File: config.mk
export PLATFORM = sky130hd
export DESIGN_NAME = instr_loader
export DESIGN_NICKNAME = d
export VERILOG_FILES = /design/src/rtl/isa_pkg.sv /design/src/rtl/instr_enc.sv /design/src/rtl/instr_loader.sv
export SDC_FILE = /design/constraint.sdc
export NUM_CORES = 1
export LEC_CHECK = 0
export ABC_AREA = 1
export BUFFER_PORTS_ARGS = -buffer_cell sky130_fd_sc_hd__buf_2
export CAP_MARGIN = 20
export CORE_MARGIN = 8
export CORE_UTILIZATION = 55
export CTS_BUF_LIST = sky130_fd_sc_hd__clkbuf_8
export DETAILED_ROUTE_END_ITERATION = 16
export PLACE_DENSITY_LB_ADDON = 0.08
export SLEW_MARGIN = 30
export SYNTH_ARGS = -nofsm -noshare
export SYNTH_HDL_FRONTEND = slang
export SYNTH_HIERARCHICAL = 1
export SYNTH_SLANG_ARGS = --single-unit
File: constraint.sdc
create_clock -name Clk -period 2.66 [get_ports Clk]
set_clock_uncertainty 0.15 [all_clocks]
set_input_delay 0.266 -clock Clk [delete_from_list [all_inputs] [get_ports Clk]]
set_output_delay 0.266 -clock Clk [all_outputs]
set_load 0.01 [all_outputs]
File: src/rtl/isa_pkg.sv
// Shared ISA definitions: op mnemonics, opcode prefixes, ALU and flag codes.
// Pure definitions, no timing.
// Used by the instruction loader and the control decoder alike.
package isa_pkg;

    typedef enum logic [3:0] {
        OP_MOV = 4'd0,
        OP_B   = 4'd1,
        OP_LI  = 4'd2,
        OP_LSL = 4'd3,
        OP_LSR = 4'd4,
        OP_LB  = 4'd5,
        OP_SB  = 4'd6,
        OP_SBF = 4'd7,
        OP_ADD = 4'd8,
        OP_SUB = 4'd9,
        OP_AND = 4'd10,
        OP_OR  = 4'd11,
        OP_NOT = 4'd12,
        OP_XOR = 4'd13
    } op_e;

    // Opcode prefixes (msbs of the 9-bit word)
    localparam logic [2:0] PFX_B   = 3'b100;
    localparam logic [2:0] PFX_LI  = 3'b101;
    localparam logic [2:0] PFX_SH  = 3'b110;
    localparam logic [3:0] PFX_ALU = 4'b1110;
    localparam logic [3:0] PFX_MEM = 4'b1111;

    // ALU sub-opcodes
    localparam logic [2:0] ALU_ADD = 3'b000;
    localparam logic [2:0] ALU_SUB = 3'b001;
    localparam logic [2:0] ALU_AND = 3'b010;
    localparam logic [2:0] ALU_OR  = 3'b011;
    localparam logic [2:0] ALU_NOT = 3'b100;
    localparam logic [2:0] ALU_XOR = 3'b101;

    // SBF shares the ALU prefix; selector 11 sits above the used op3 range
    localparam logic [1:0] SBF_SEL = 2'b11;

    // Flag codes accepted by SBF
    localparam logic [2:0] FLAG_A = 3'b001;
    localparam logic [2:0] FLAG_B = 3'b011;

    function automatic logic [2:0] alu_op3(input op_e op);
        case (op)
            OP_SUB:  return ALU_SUB;
            OP_AND:  return ALU_AND;
            OP_OR:   return ALU_OR;
            OP_NOT:  return ALU_NOT;
            OP_XOR:  return ALU_XOR;
            default: return ALU_ADD;
        endcase
    endfunction

endpackage

File: src/rtl/instr_enc.sv
// Instruction encoder: op + fields -> 9-bit word plus legality flag.
// Purely combinational, zero latency.
// No flow control; the caller decides when the result is consumed.
module instr_enc
    import isa_pkg::*;
(
    input  op_e        op,
    input  logic [3:0] rd,
    input  logic [3:0] rs,
    input  logic [5:0] imm,
    output logic [8:0] word,
    output logic       legal
);

    // Build the word and check the field constraints for each op class
    always_comb begin
        word  = '0;
        legal = 1'b0;
        case (op)
            OP_MOV: begin
                word  = {1'b0, rd, rs};
                legal = ~rs[0];
            end
            OP_B: begin
                word  = {PFX_B, imm};
                legal = imm[0];
            end
            OP_LI: begin
                word  = {PFX_LI, imm};
                legal = imm[0];
            end
            OP_LSL, OP_LSR: begin
                word  = {PFX_SH, (op == OP_LSR), rd[1:0], imm[2:0]};
                legal = (rd[3:2] == 2'b00) && imm[0];
            end
            OP_LB, OP_SB: begin
                word  = {PFX_MEM, ((op == OP_SB) ? 2'b01 : 2'b00), rs[2:0]};
                legal = ~rs[3] & rs[0];
            end
            OP_SBF: begin
                word  = {PFX_ALU, SBF_SEL, imm[2:0]};
                legal = (imm[2:0] == FLAG_A) || (imm[2:0] == FLAG_B);
            end
            OP_ADD, OP_SUB, OP_AND, OP_OR, OP_NOT, OP_XOR: begin
                word  = {PFX_ALU, alu_op3(op), rd[1:0]};
                legal = (rd[3:2] == 2'b00) && rd[0];
            end
            default: begin
                word  = '0;
                legal = 1'b0;
            end
        endcase
    end

endmodule

File: src/rtl/instr_loader.sv
// Loads a session of instruction beats into instruction memory, one word per beat.
// Latency 1: a beat accepted at edge N is written in the cycle after edge N.
// in_ready only while loading; one beat per cycle, errors stall until a new Start.
module instr_loader
    import isa_pkg::*;
#(
    parameter int AW = 8
) (
    input  logic          Clk,
    input  logic          Reset,
    input  logic          Start,
    input  logic [AW-1:0] BaseAddr,
    input  logic          in_valid,
    output logic          in_ready,
    input  logic [3:0]    in_op,
    input  logic [3:0]    in_rd,
    input  logic [3:0]    in_rs,
    input  logic [5:0]    in_imm,
    input  logic          in_last,
    output logic          imem_we,
    output logic [AW-1:0] imem_addr,
    output logic [8:0]    imem_wdata,
    output logic          busy,
    output logic          done,
    output logic          err,
    output logic [1:0]    err_code,
    output logic [AW-1:0] err_addr,
    output logic [AW:0]   count
);

    localparam logic [2:0] S_IDLE  = 3'd0;
    localparam logic [2:0] S_LOAD  = 3'd1;
    localparam logic [2:0] S_FLUSH = 3'd2;
    localparam logic [2:0] S_DONE  = 3'd3;
    localparam logic [2:0] S_ERROR = 3'd4;

    localparam logic [1:0] ERR_ILLEGAL  = 2'b01;
    localparam logic [1:0] ERR_OVERFLOW = 2'b10;

    logic [2:0]  state;
    // One extra bit: set once the top address has been written
    logic [AW:0] addr_cnt;
    logic [8:0]  enc_word;
    logic        enc_legal;
    logic        accept;
    logic        start_ok;

    instr_enc u_enc (
        .op    (op_e'(in_op)),
        .rd    (in_rd),
        .rs    (in_rs),
        .imm   (in_imm),
        .word  (enc_word),
        .legal (enc_legal)
    );

    assign in_ready = (state == S_LOAD);
    assign busy     = (state == S_LOAD) || (state == S_FLUSH);
    assign done     = (state == S_DONE);
    assign accept   = in_valid & in_ready;
    assign start_ok = Start && ((state == S_IDLE) || (state == S_ERROR));

    // Session FSM, address/count tracking, error capture and the output write register
    always_ff @(posedge Clk or negedge Reset) begin
        if (!Reset) begin
            state      <= S_IDLE;
            addr_cnt   <= '0;
            count      <= '0;
            imem_we    <= 1'b0;
            imem_addr  <= '0;
            imem_wdata <= '0;
            err        <= 1'b0;
            err_code   <= 2'b00;
            err_addr   <= '0;
        end else begin
            imem_we <= 1'b0;
            if (start_ok) begin
                state    <= S_LOAD;
                addr_cnt <= {1'b0, BaseAddr};
                count    <= '0;
                err      <= 1'b0;
                err_code <= 2'b00;
                err_addr <= '0;
            end else begin
                case (state)
                    S_LOAD: begin
                        if (accept) begin
                            if (addr_cnt[AW]) begin
                                state    <= S_ERROR;
                                err      <= 1'b1;
                                err_code <= ERR_OVERFLOW;
                                err_addr <= addr_cnt[AW-1:0];
                            end else if (!enc_legal) begin
                                state    <= S_ERROR;
                                err      <= 1'b1;
                                err_code <= ERR_ILLEGAL;
                                err_addr <= addr_cnt[AW-1:0];
                            end else begin
                                imem_we    <= 1'b1;
                                imem_addr  <= addr_cnt[AW-1:0];
                                imem_wdata <= enc_word;
                                addr_cnt   <= addr_cnt + (AW+1)'(1);
                                count      <= count + (AW+1)'(1);
                                if (in_last) begin
                                    state <= S_FLUSH;
                                end
                            end
                        end
                    end
                    // The final word is on the write port this cycle and drains at this edge
                    S_FLUSH: state <= S_DONE;
                    S_DONE:  state <= S_IDLE;
                    S_IDLE, S_ERROR: state <= state;
                    default: state <= S_IDLE;
                endcase
            end
        end
    end

endmodule

==> impl_metrics.ini <==
[power]
swShare_pct = 41.32
p_switching_w = 0.001257
peakVddDrop_mv = 0.4243
p_leak_nw = 1.947
internal_power_w = 0.001785
p_comb_share_pct = 39.2
power_density_nw_per_um2 = 891.1
power_frac_seq_pct = 41.6
power_frac_clock_pct = 19.2

[worst_setup_path]
cpMaxStageDelayCell = nand3_2
crit_top_cell = nand2_1
worst_path_largest_cell_delay_ns = 0.29
regToRegSetupSlack_ns = 0.74
crit_required_ns = 2.71
critical_path_class = in2reg
end_kind = flip-flop
startpoint_type = input pin
critPathTopFamily = simple AND/OR/NAND/NOR gates
arrival_ns = 2.01
worst-path-max-fanout = 18
crit_chain = buf_2 -> nor2_4 -> nand2_1 -> inv_2 -> nand2_1 -> nand2_1 -> nor2_1 -> nand2_1 -> nand2_2 -> inv_1 -> nand3_2 -> buf_4 -> nand2_1 -> nand2_1
path_buf_inv = 4

[floorplan]
die-height_microns = 88.40
coreArea_sq_um = 5075
rows = 26
ios = 72
die_x_microns = 88.40
start_util_pct = 56.80
die_area_sq_um = 7814

[global_routing]
antenna_found_initial = 0
grt_max_degree = 24
grt_usage_pct = 19.53
grt_pass1_vias = 2633
grt_pass1_wl_microns = 11990
globalRouteOverflowTotal = 0

[routing]
dr.pass1.iters = 4
postRouteAntennaNets = 0
drt-total-wl_microns = 7332
post_drt_wl_per_cell_microns = 13.33
initialDrtViolationCount = 120
drc = 0
via_per_inst = 4.993
vias = 2746

[timing]
slew_headroom_pct = 57.26
setup_violations = 0
rsz0062_at_grt = no
setup-tns-final_ns = 0
fmax_ghz = 0.5099
finalHoldViolCount = 0
tightest_slew_ns = 0.6387
setup_slack_ns = 0.6987
slew_viol_final = 0
finalCritPeriodShare_pct = 73.73
min_period_ns = 1.961

[run]
maxCapViolCount = 0

[finish]
final_layout_size_suffix_gt1_share_pct = 23.54
antenna_cells = 0
area_delta_synth_final_pct = 18.40
nets = 512

[synth]
yosysSeqAreaShare_pct = 43.40
ys_types = 29
synth_most_common_cell = nand2_1
synth-main-ff-cell = dfrtp_1
avgSynthCellArea_sq_um = 7.136
synth.cell_area_sq_um = 2883
ys_warn_count = 6
synthArstFlopShare_pct = 100.0
syn-instance-count = 404
synthTopCellsByArea = dfrtp_1, nand2_1, nor2_1
syn-num-nets = 437
synth_edf_count = 0
yosysTopAreaCellShare_pct = 43.40
netlist.top_cell.by_area = dfrtp_1
yosys-top-cells-count = nand2_1, dfrtp_1, nor2_1, inv_1, nand3_1
synth-seq-cells = 50

[clocking]
cts_max_level = 2
cts-root-buf = clkbuf_8
ctsResizeCount = 0
clkLatencyLatePin_ns = 0.31
path_clk_slew_ns = 0.10
postCtsHoldBufs = 1
cts_made_buffers = 5
clockBufferDepth = 2
cts_tree = yes
clkSinkCount = 50
cts_setup_buffers = 0

[placed_design]
gp_congestion = 0.8650
dp.final_hpwl_microns = 5733
place_worst_setup_slack_ns = 0.3718
port_buffers = 71

[worst_hold_path]
hold_path_class = in2reg

[outcome]
status = finished clean
cells by family (layout without fill, tap and decap cells):
group                    Yosys count  in the layout  share of synthesized area, %
adder cells (fa/ha/maj)            2              2                        0.8679
XOR/XNOR                           4              4                         1.215
AND/OR/NAND/NOR                  255            255                         37.80
buffers and inverters             54            130                         8.593
AO/OA/AOI/OAI                     39             39                         8.116
flip-flops                        50             50                         43.40
through the flow:
step | cell area [sq um] | std cells | utilization, % | hold WS (ns) | power (W)
after floorplan | 2883 | 404 | - | -0.1796 | 0.002058
after global placement | 3282 | 541 | 64.67 | -0.01026 | 0.002454
after detailed placement | 3282 | 541 | 64.67 | -0.008756 | 0.002481
after CTS | 3413 | 550 | 67.26 | 0.02105 | 0.003065
after global routing | 3413 | 550 | 67.26 | 0.02423 | 0.003279
final | 3413 | 550 | 67.26 | 0.02327 | 0.003041
sequential cells by signal (all words and copies together), names as in the netlist:
register and cells:
imem_we 1, imem_addr 8, state 3, addr_cnt 9
imem_wdata 9, err 1, count 9, err_code 2
err_addr 8
layout by cell type, fill, tap and decap left out, types with 4 or more instances in the layout:
cell type / Yosys / routed
a21oi_1: 5 / 5
nand3_1: 27 / 27
inv_2: 6 / 6
buf_2: 2 / 71
nand2_1: 162 / 162
o21ai_0: 11 / 11
o21ai_1: 12 / 12
o21ai_2: 8 / 8
dfrtp_1: 50 / 50
clkbuf_8: 0 / 6
buf_4: 1 / 4
inv_1: 39 / 39
nor2_1: 41 / 41
nand4_1: 5 / 5
worst reg2reg max path: cells and delay by family, from the launching register on:
kind                   cells  cell delay, ns
AO/OA/AOI/OAI              1            0.16
buffers and inverters      2            0.49
flip-flops                 1            0.46
AND/OR/NAND/NOR            3            0.53
worst paths after layout:
path	start	to	cells past startpoint
max	in_op[2]	imem_wdata[4]$_DFFE_PN0P_	14
min	BaseAddr[5]	addr_cnt[5]$_DFFE_PN0P_	3
max reg2reg	state[0]$_DFFE_PN0P_	err_addr[7]$_DFFE_PN0P_	6
min reg2reg	addr_cnt[8]$_DFFE_PN0P_	err_code[0]$_DFFE_PN0P_	1
max in group asynchronous	Reset	imem_wdata[4]$_DFFE_PN0P_	3
min in group asynchronous	Reset	addr_cnt[7]$_DFFE_PN0P_	2
power by group through the flow:
stage          Sequential, W  Combinational, W  Clock, W
2_1_floorplan        0.00133          0.000725         0
6_report             0.00126           0.00119  0.000584
3_3_place_gp         0.00127           0.00118         0
4_1_cts              0.00126           0.00121  0.000589
5_1_grt              0.00130           0.00135  0.000621
3_5_place_dp         0.00127           0.00121         0
area by class of cell:
class / count / area, sq um
clock buffers: 6 / 82.58
clock inverters: 2 / 38.79
fillers: 483 / 1662
inverters: 46 / 173.9
multi-input cells: 300 / 1384
flip-flops and latches: 50 / 1251
well taps: 70 / 87.58
repair buffers: 76 / 395.4
routing by layer:
metal | vias to the layer above | share of wire [%] | GRT usage [%]
met5 | - | 0 | 0
met4 | 0 | 1.4 | 6.605
met3 | 9 | 5.6 | 3.993
met2 | 72 | 48 | 33.40
met1 | 1253 | 45 | 23.80
li1 | 1412 | - | -
Note: power is estimated with default switching activity, not from simulation.
